### config.mk
export PLATFORM = sky130hd
export DESIGN_NAME = block_csel_adder_seq_flat
export DESIGN_NICKNAME = d
export VERILOG_FILES = /design/src/rtl/block_csel_adder_seq_if.sv /design/src/rtl/block_csel_adder_seq.sv /design/src/flat_wrapper.sv
export SDC_FILE = /design/constraint.sdc
export NUM_CORES = 1
export LEC_CHECK = 0
export ABC_AREA = 1
export BUFFER_PORTS_ARGS = -buffer_cell sky130_fd_sc_hd__buf_2
export CORE_MARGIN = 10
export CORE_UTILIZATION = 60
export CTS_CLUSTER_SIZE = 16
export DETAILED_ROUTE_END_ITERATION = 10
export PLACE_DENSITY = 0.86
export REMOVE_ABC_BUFFERS = 1
export SLEW_MARGIN = 20
export SYNTH_ARGS = -nofsm -noshare
export SYNTH_HDL_FRONTEND = slang
export SYNTH_SLANG_ARGS = --single-unit
### constraint.sdc
create_clock -name clock -period 4.4 [get_ports clock]
set_clock_uncertainty 0.2 [all_clocks]
set_input_delay 0.44 -clock clock [delete_from_list [all_inputs] [get_ports clock]]
set_output_delay 0.44 -clock clock [all_outputs]
set_load 0.02 [all_outputs]
### src/rtl/block_csel_adder_seq_if.sv
// Request/result bundle for block_csel_adder_seq.
// The ovf signal exists only when ADDER_OVF_EN is defined.
interface block_csel_adder_seq_if #(
    parameter int WIDTH = 32
);
    logic             valid_in;
    logic             ready_out;
    logic [WIDTH-1:0] a;
    logic [WIDTH-1:0] b;
    logic             cin;
    logic             sub;
    logic             valid_out;
    logic             ready_in;
    logic [WIDTH-1:0] s;
    logic             cout;
`ifdef ADDER_OVF_EN
    logic             ovf;

    modport master (
        output valid_in, a, b, cin, sub, ready_in,
        input  ready_out, valid_out, s, cout, ovf
    );

    modport slave (
        input  valid_in, a, b, cin, sub, ready_in,
        output ready_out, valid_out, s, cout, ovf
    );
`else
    modport master (
        output valid_in, a, b, cin, sub, ready_in,
        input  ready_out, valid_out, s, cout
    );

    modport slave (
        input  valid_in, a, b, cin, sub, ready_in,
        output ready_out, valid_out, s, cout
    );
`endif
endinterface

### src/rtl/block_csel_adder_seq.sv
// Iterative carry-select adder/subtractor, one BLOCK-bit slice per clock.
// Define ADDER_OVF_EN to add the signed-overflow output ovf.
module block_csel_adder_seq #(
    parameter int WIDTH = 32,
    parameter int BLOCK = 4
) (
    input logic                   clock,
    input logic                   reset_n,
    block_csel_adder_seq_if.slave bus
);
    localparam int NBLK = WIDTH / BLOCK;
    localparam int CW   = (NBLK > 1) ? $clog2(NBLK) : 1;

    typedef enum logic [1:0] {
        S_IDLE,
        S_RUN,
        S_DONE
    } state_t;

    state_t           r_state;
    state_t           w_next;
    logic [WIDTH-1:0] r_opa;
    logic [WIDTH-1:0] r_opb;
    logic [WIDTH-1:0] r_s;
    logic             r_carry;
    logic             r_cout;
    logic [CW-1:0]    r_cnt;
    logic [BLOCK-1:0] w_ak;
    logic [BLOCK-1:0] w_bk;
    logic [BLOCK:0]   w_sum0;
    logic [BLOCK:0]   w_sum1;
    logic [BLOCK:0]   w_sel;
    logic             w_last;

    assign w_ak   = r_opa[r_cnt*BLOCK +: BLOCK];
    assign w_bk   = r_opb[r_cnt*BLOCK +: BLOCK];
    // Both carry hypotheses are formed every cycle; the registered carry picks one.
    assign w_sum0 = {1'b0, w_ak} + {1'b0, w_bk};
    assign w_sum1 = {1'b0, w_ak} + {1'b0, w_bk} + {{BLOCK{1'b0}}, 1'b1};
    assign w_sel  = r_carry ? w_sum1 : w_sum0;
    assign w_last = (r_cnt == CW'(NBLK - 1));

    always_comb begin
        w_next = r_state;
        unique case (r_state)
            S_IDLE:  if (bus.valid_in) w_next = S_RUN;
            S_RUN:   if (w_last)       w_next = S_DONE;
            S_DONE:  if (bus.ready_in) w_next = S_IDLE;
            default: w_next = S_IDLE;
        endcase
    end

    always_ff @(posedge clock or negedge reset_n) begin
        if (!reset_n) r_state <= S_IDLE;
        else          r_state <= w_next;
    end

    always_ff @(posedge clock or negedge reset_n) begin
        if (!reset_n) begin
            r_opa   <= '0;
            r_opb   <= '0;
            r_s     <= '0;
            r_carry <= 1'b0;
            r_cout  <= 1'b0;
            r_cnt   <= '0;
        end else if (r_state == S_IDLE && bus.valid_in) begin
            r_opa   <= bus.a;
            r_opb   <= bus.sub ? ~bus.b : bus.b;
            r_carry <= bus.sub | bus.cin;
            r_cnt   <= '0;
        end else if (r_state == S_RUN) begin
            r_s[r_cnt*BLOCK +: BLOCK] <= w_sel[BLOCK-1:0];
            r_carry <= w_sel[BLOCK];
            r_cnt   <= r_cnt + 1'b1;
            if (w_last) r_cout <= w_sel[BLOCK];
        end
    end

    assign bus.ready_out = (r_state == S_IDLE);
    assign bus.valid_out = (r_state == S_DONE);
    assign bus.s         = r_s;
    assign bus.cout      = r_cout;

`ifdef ADDER_OVF_EN
    logic r_ovf;
    logic w_cmsb;

    // Carry into the MSB recovered from the sum bit and the operand bits.
    assign w_cmsb = w_ak[BLOCK-1] ^ w_bk[BLOCK-1] ^ w_sel[BLOCK-1];

    always_ff @(posedge clock or negedge reset_n) begin
        if (!reset_n) begin
            r_ovf <= 1'b0;
        end else if (r_state == S_IDLE && bus.valid_in) begin
            r_ovf <= 1'b0;
        end else if (r_state == S_RUN && w_last) begin
            r_ovf <= w_cmsb ^ w_sel[BLOCK];
        end
    end

    assign bus.ovf = r_ovf;
`endif
endmodule

### src/flat_wrapper.sv
// flat-port wrapper written by rule: the top's interface ports become plain ports
module block_csel_adder_seq_flat 
#(
    parameter int WIDTH = 32,
    parameter int BLOCK = 4
)
  (clock, reset_n, bus_valid_in, bus_a, bus_b, bus_cin, bus_sub, bus_ready_in, bus_ready_out, bus_valid_out, bus_s, bus_cout);
  block_csel_adder_seq_if #(.WIDTH(WIDTH)) bus_i ();
  input logic clock;
  input logic reset_n;
  input wire logic [$bits(bus_i.valid_in)-1:0] bus_valid_in;
  input wire logic [$bits(bus_i.a)-1:0] bus_a;
  input wire logic [$bits(bus_i.b)-1:0] bus_b;
  input wire logic [$bits(bus_i.cin)-1:0] bus_cin;
  input wire logic [$bits(bus_i.sub)-1:0] bus_sub;
  input wire logic [$bits(bus_i.ready_in)-1:0] bus_ready_in;
  output wire logic [$bits(bus_i.ready_out)-1:0] bus_ready_out;
  output wire logic [$bits(bus_i.valid_out)-1:0] bus_valid_out;
  output wire logic [$bits(bus_i.s)-1:0] bus_s;
  output wire logic [$bits(bus_i.cout)-1:0] bus_cout;
  assign bus_i.valid_in = bus_valid_in;
  assign bus_i.a = bus_a;
  assign bus_i.b = bus_b;
  assign bus_i.cin = bus_cin;
  assign bus_i.sub = bus_sub;
  assign bus_i.ready_in = bus_ready_in;
  assign bus_ready_out = bus_i.ready_out;
  assign bus_valid_out = bus_i.valid_out;
  assign bus_s = bus_i.s;
  assign bus_cout = bus_i.cout;
  block_csel_adder_seq #(.WIDTH(WIDTH), .BLOCK(BLOCK)) u_core (.clock(clock), .reset_n(reset_n), .bus(bus_i));
endmodule
==> results of run 1 <==
## per-stage QoR
step | total power [mW] | std cells | worst slack, ns
6_report | 5.138 | 842 | 0.7744
5_1_grt | 5.602 | 842 | 0.4905
4_1_cts | 5.121 | 842 | 0.7941
3_5_place_dp | 4.387 | 826 | 0.8921
3_3_place_gp | 4.241 | 826 | 1.072
2_1_floorplan | 3.603 | 610 | 1.046
## synth_stat cells, drive strengths merged
cell type  number
a21oi           6
ha             12
o21ai          97
clkbuf          9
dfrtp         103
inv            34
nand4           5
nand3          18
nand2         219
buf            20
o22ai           1
nor3            6
o31ai           1
a31oi           9
fa              1
nor2           66
xnor2          32
## kinds of logic after synthesis
logic type                 Yosys count  share of synthesized area
xor gates and xnor gates            32                    0.05345
adders and majority gates           13                    0.03245
AOI/OAI and AO/OA                  114                     0.1117
DFF                                103                     0.4915
and+or+nand+nor                    314                     0.2565
buffers and inverters               63                    0.05440
## worst max-delay path: cells and delay by family (launching register included)
| family | cells | cell delay [ns] |
|---|---|---|
| AOI/OAI and AO/OA | 4 | 0.73 |
| DFF | 1 | 0.75 |
| buffers and inverters | 1 | 0.37 |
| and+or+nand+nor | 4 | 0.45 |
| adders and majority gates | 3 | 1.06 |
## flip-flops by register name, summed over array words and instances (netlist names)
| signal | flops |
|---|---|
| u_core.r_carry | 1 |
| u_core.r_opa | 32 |
| u_core.r_cnt | 3 |
| u_core.r_state | 2 |
| u_core.bus.cout | 1 |
| u_core.bus.s | 32 |
| u_core.r_opb | 32 |
## layout make-up
type / instances / area share
clock inverter: 7 / 0.01728
sequential: 103 / 0.4289
clock buffer: 9 / 0.02061
inverter: 34 / 0.02249
timing repair buffer: 108 / 0.09203
tap: 108 / 0.02249
multi-input combinational: 473 / 0.3962
## cells in the final DEF (no fill, tap or decap), drive strengths merged, types with 12 or more instances in the layout
master / n
nand3: 18
nor2: 66
o21ai: 97
buf: 108
xnor2: 32
nand2: 219
dfrtp: 103
inv: 36
ha: 12
## power groups by stage
stage / Combinational, mW / Clock (mW) / Sequential [mW]
2_1_floorplan: 1.90 / 0 / 1.70
3_5_place_dp: 2.74 / 0 / 1.64
5_1_grt: 3.21 / 0.719 / 1.67
6_report: 2.83 / 0.674 / 1.64
4_1_cts: 2.81 / 0.679 / 1.63
3_3_place_gp: 2.61 / 0 / 1.63
## layer usage
layer  global-route usage  routed length [µm]
met5                    0                   0
met4              0.06345                 195
met3              0.05302                 936
met2               0.3020                5824
met1               0.2575                5570
## final timing paths
kind,to,start
worst max-delay path,u_core.bus.s[21],u_core.r_cnt[0]
worst min-delay path,u_core.r_opb[9],reset_n
worst min register to register,u_core.bus.s[23],u_core.bus.s[23]
worst max register to register,u_core.bus.s[21],u_core.r_cnt[0]
min in group clock,u_core.r_opa[22],bus_a[22]
max in group asynchronous,u_core.r_opa[24],reset_n
==> results.py, run 1 <==
metrics = {
    "global_route": {
        "grtUsageTotal": 0.1944,
        "grt_max_degree": 72,
        "gr-total-overflow": 0,
        "grt_pass1_vias": 4488,
        "antenna_found_initial": 0,
        "grt_first_pass_wirelength_mm": 21.17,
    },
    "clock_tree": {
        "postCtsResizedCells": 0,
        "cts_setup_buffers": 0,
        "cts_root_buffer": "clkbuf_8",
        "cts_tree": "yes",
        "clk_latency_ns": 0.37,
        "ctsLongestPathBuffers": 2,
        "cts_made_buffers": 9,
        "cts.clk_slew.worst_paths_ns": 0.11,
        "cts_sinks": 103,
        "cts_hold_buf": 0,
        "htreeDepth": 3,
    },
    "power_and_ir_drop": {
        "p_int_mw": 2.592,
        "p_comb_frac": 0.550,
        "vdd_ir_drop_max_mv": 0.4429,
        "power_switching_mw": 2.546,
        "clkPwrFrac": 0.131,
        "p_leak_nw": 3.122,
        "powerDensity_nw_per_um2": 854.9,
        "switching_share": 0.4956,
        "seq_power_share": 0.319,
    },
    "critical_path": {
        "slowest_stage": "dfrtp_1",
        "max_stage_delay_ns": 0.75,
        "critPathRequiredTime_ns": 4.49,
        "cp.arrival_ns": 3.72,
        "crit_type": "reg2reg",
        "endpoint_kind": "flop",
        "crit_fanout": 20,
        "crit_chain": "buf_4, nor2_1, nor2_1, o21ai_0, a31oi_1, ha_1, fa_1, ha_1, nand2_1, o21ai_0, nand3_1, o21ai_1",
        "r2r_slack_ns": 0.77,
        "reg2reg_depth": 12,
        "start_kind": "flop",
    },
    "worst_hold_path": {
        "hold_path_class": "in2async",
    },
    "route": {
        "post-route-drc-count": 0,
        "wl_per_cell_um": 14.88,
        "drt_iter0_markers": 291,
        "vias": 4545,
        "drtAntennaViolNets": 0,
        "wirelength_mm": 12.53,
        "drt-pass1-iter-count": 5,
        "vias_per_cell": 5.398,
    },
    "finish": {
        "n_antenna_cell": 0,
        "finish.instance_area_um2": 6010,
        "drive_gt1_frac": 0.2071,
        "post-route-util": 0.6993,
        "multi_input_area_um2": 2381,
        "seq_area_um2": 2577,
        "final_nets": 812,
        "area_delta_synth_final_pct": 14.60,
        "fill_cells": 693,
    },
    "sta": {
        "rsz0062_at_grt": "no",
        "timing.setup.tns_ns": 0,
        "fin_crit_sh": 0.8240,
        "max_freq_ghz": 0.2758,
        "drv_slew": 0,
        "fin_crit_ns": 3.626,
        "finalSetupViolations": 0,
        "hold_slack_ns": -0.02798,
        "timing.slew.headroom": 0.4071,
        "tightest_slew_ns": 0.8893,
        "hold_viol": 33,
    },
    "status": {
        "run_status": "finished with violations",
        "violations": "negative hold slack",
    },
    "synthesis": {
        "ys_top_cells_by_area": "dfrtp_1, nand2_1, o21ai_0, xnor2_1, nor2_1",
        "netlist_instances": 639,
        "ys_warn_count": 0,
        "synth_seq_cells": 103,
        "yosysUniqueCellTypes": 29,
        "synth_top_area_frac": 0.4915,
        "syn_avg_cell_area_um2": 8.206,
        "ys_seq_area_frac": 0.4915,
        "synth.cell_area_um2": 5244,
        "yosys.area.top_type": "dfrtp_1",
    },
    "flow_run": {
        "cap_violations": 0,
    },
    "die": {
        "fp.coreArea_um2": 8593,
        "ios": 105,
        "die_h_um": 113.5,
        "die_area_um2": 12880,
        "die_w_um": 113.5,
        "start_util": 0.6102,
        "placementRows": 34,
    },
    "place": {
        "gp_congestion": 0.8387,
        "port_buffers": 104,
        "dpl_cell_area_um2": 5782,
        "dp_hpwl_mm": 9.057,
    },
}
Power figures use the tool's default switching activity.
==> run 2: changes to the inputs <==
--- a/config.mk
+++ b/config.mk
@@ -8,10 +8,10 @@
 export ABC_AREA = 1
 export BUFFER_PORTS_ARGS = -buffer_cell sky130_fd_sc_hd__buf_2
 export CORE_MARGIN = 10
-export CORE_UTILIZATION = 60
+export CORE_UTILIZATION = 50
 export CTS_CLUSTER_SIZE = 16
 export DETAILED_ROUTE_END_ITERATION = 10
-export PLACE_DENSITY = 0.86
+export PLACE_DENSITY = 0.76
 export REMOVE_ABC_BUFFERS = 1
 export SLEW_MARGIN = 20
 export SYNTH_ARGS = -nofsm -noshare
==> constraint.sdc (replaced) <==
create_clock -name clock -period 3.3 [get_ports clock]
set_clock_uncertainty 0.2 [all_clocks]
set_input_delay 0.33 -clock clock [delete_from_list [all_inputs] [get_ports clock]]
set_output_delay 0.33 -clock clock [all_outputs]
set_load 0.02 [all_outputs]
==> results.py, run 2 (synthesis gave the netlist of run 1 again) <==
metrics = {
    "clock_tree": {
        "htreeDepth": 3,
        "cts_sinks": 103,
        "cts_tree": "yes",
        "cts.clk_slew.worst_paths_ns": 0.10,
        "cts_root_buffer": "clkbuf_8",
        "cts_made_buffers": 9,
        "ctsLongestPathBuffers": 2,
        "cts_setup_buffers": 0,
        "clk_latency_ns": 0.39,
    },
    "sta": {
        "worst_slack_ns": 0.2260,
        "fin_crit_ns": 3.074,
        "timing.setup.tns_ns": 0,
        "finalSetupViolations": 0,
        "drv_slew": 0,
        "rsz0062_at_grt": "no",
        "timing.slew.headroom": 0.4226,
        "hold_viol": 0,
        "tightest_slew_ns": 0.8661,
        "fin_crit_sh": 0.9315,
        "max_freq_ghz": 0.3253,
    },
    "place": {
        "port_buffers": 104,
        "dpl_cell_area_um2": 5859,
        "dp_hpwl_mm": 9.456,
        "gp_congestion": 0.7896,
        "pre_cts_slack_ns": 0.08893,
        "dp.cells": 858,
    },
    "power_and_ir_drop": {
        "vdd_ir_drop_max_mv": 0.5743,
        "powerDensity_nw_per_um2": 1080,
        "p_leak_nw": 3.293,
        "total_power_mw": 6.949,
    },
    "flow_run": {
        "cap_violations": 0,
    },
    "route": {
        "drtAntennaViolNets": 0,
        "vias_per_cell": 5.090,
        "vias": 4622,
        "post-route-drc-count": 0,
        "drt_iter0_markers": 358,
        "wl_per_cell_um": 14.48,
        "wirelength_mm": 13.15,
        "drt-pass1-iter-count": 5,
    },
    "die": {
        "die_w_um": 122.4,
        "ios": 105,
        "die_h_um": 122.4,
        "placementRows": 37,
        "start_util": 0.5102,
        "fp.coreArea_um2": 10280,
        "die_area_um2": 14980,
    },
    "finish": {
        "final_cells": 908,
        "area_delta_synth_final_pct": 22.72,
        "final_common_cell": "nand2_1",
        "seq_area_um2": 2579,
        "drive_gt1_frac": 0.2060,
        "n_antenna_cell": 0,
        "final_nets": 850,
        "finish.instance_area_um2": 6435,
        "final_cell_mix": "nand2_1, buf_2, dfrtp_1, o21ai_0, nor2_1",
        "multi_input_area_um2": 2387,
        "fill_cells": 884,
    },
    "global_route": {
        "grtUsageTotal": 0.1802,
        "antenna_found_initial": 0,
        "grt_max_degree": 100,
        "gr-total-overflow": 0,
        "grt_first_pass_wirelength_mm": 22.06,
        "grt_pass1_vias": 4709,
    },
    "critical_path": {
        "critPathRequiredTime_ns": 3.42,
        "crit_fanout": 19,
        "crit_chain": "inv_2, o21ai_0, o21ai_0, nor2_1, a31oi_1, ha_1, fa_1, ha_1, nand2_1, o21ai_2, nand3_1, o21ai_1",
        "max_stage_delay_ns": 0.48,
        "start_kind": "flop",
        "crit_type": "reg2reg",
        "endpoint_kind": "flop",
        "cp.arrival_ns": 3.19,
        "slowest_stage": "fa_1",
    },
    "status": {
        "run_status": "finished, final reports clean",
    },
    "worst_hold_path": {
        "hold_path_class": "in2reg",
    },
}
run 2: worst max-delay path, delay by kind of cell (launching register included):
| kind | cells | cell delay (ns) |
|---|---|---|
| buffers and inverters | 1 | 0.24 |
| flip-flops | 1 | 0.41 |
| AO/OA/AOI/OAI | 5 | 0.83 |
| adder cells (fa/ha/maj) | 3 | 1.03 |
| AND/OR/NAND/NOR | 3 | 0.28 |
run 2: worst paths after layout:
kind                                  start                 to  slack [ns]  cells past startpoint
hold / removal                    bus_b[24]   u_core.r_opb[24]        0.02                      3
hold reg to reg            u_core.bus.s[15]   u_core.bus.s[15]        0.28                      2
setup reg to reg            u_core.r_cnt[1]   u_core.bus.s[29]        0.23                     12
setup / recovery            u_core.r_cnt[1]   u_core.bus.s[29]        0.23                     12
min in group asynchronous           reset_n  u_core.r_state[1]        0.34                      2
max in group asynchronous           reset_n    u_core.bus.s[9]        1.65                      3
run 2: report_power, final:
part | switching (mW) | leakage, nW | internal, mW
clock network | 0.453 | 0.113 | 0.452
registers | 0.362 | 1.31 | 1.80
logic | 2.59 | 1.87 | 1.29
total | 3.40 | 3.29 | 3.54
run 2: per-layer routing:
layer / global-route usage / wire, µm / vias up
met5: 0 / 0 / -
met1: 0.2279 / 5794 / 2140
li1: - / - / 2304
met2: 0.2887 / 6127 / 149
met3: 0.05051 / 913 / 29
met4: 0.06775 / 312 / 0
run 2: final cells by class:
class,instances,area share
sequential,103,0.4007
multi-input combinational,473,0.3710
timing repair buffer,146,0.1454
tap,136,0.02644
clock buffer,10,0.02139
inverter,34,0.02100
clock inverter,6,0.01400
run 2: stage by stage:
stage / util / hold WS (ns)
after floorplan: - / -0.1656
after global placement: 0.5701 / 0.2270
after detailed placement: 0.5701 / 0.2386
after CTS: 0.6254 / 0.01230
after global routing: 0.6261 / 0.02852
final: 0.6261 / 0.01939
run 2: timing repair:
action / 4_1_cts / 5_1_grt
endpoints found under the setup margin: 0 / 11
endpoints found under the hold margin: 86 / 0
hold buffers: 34 / 0
resized for setup: 0 / 4
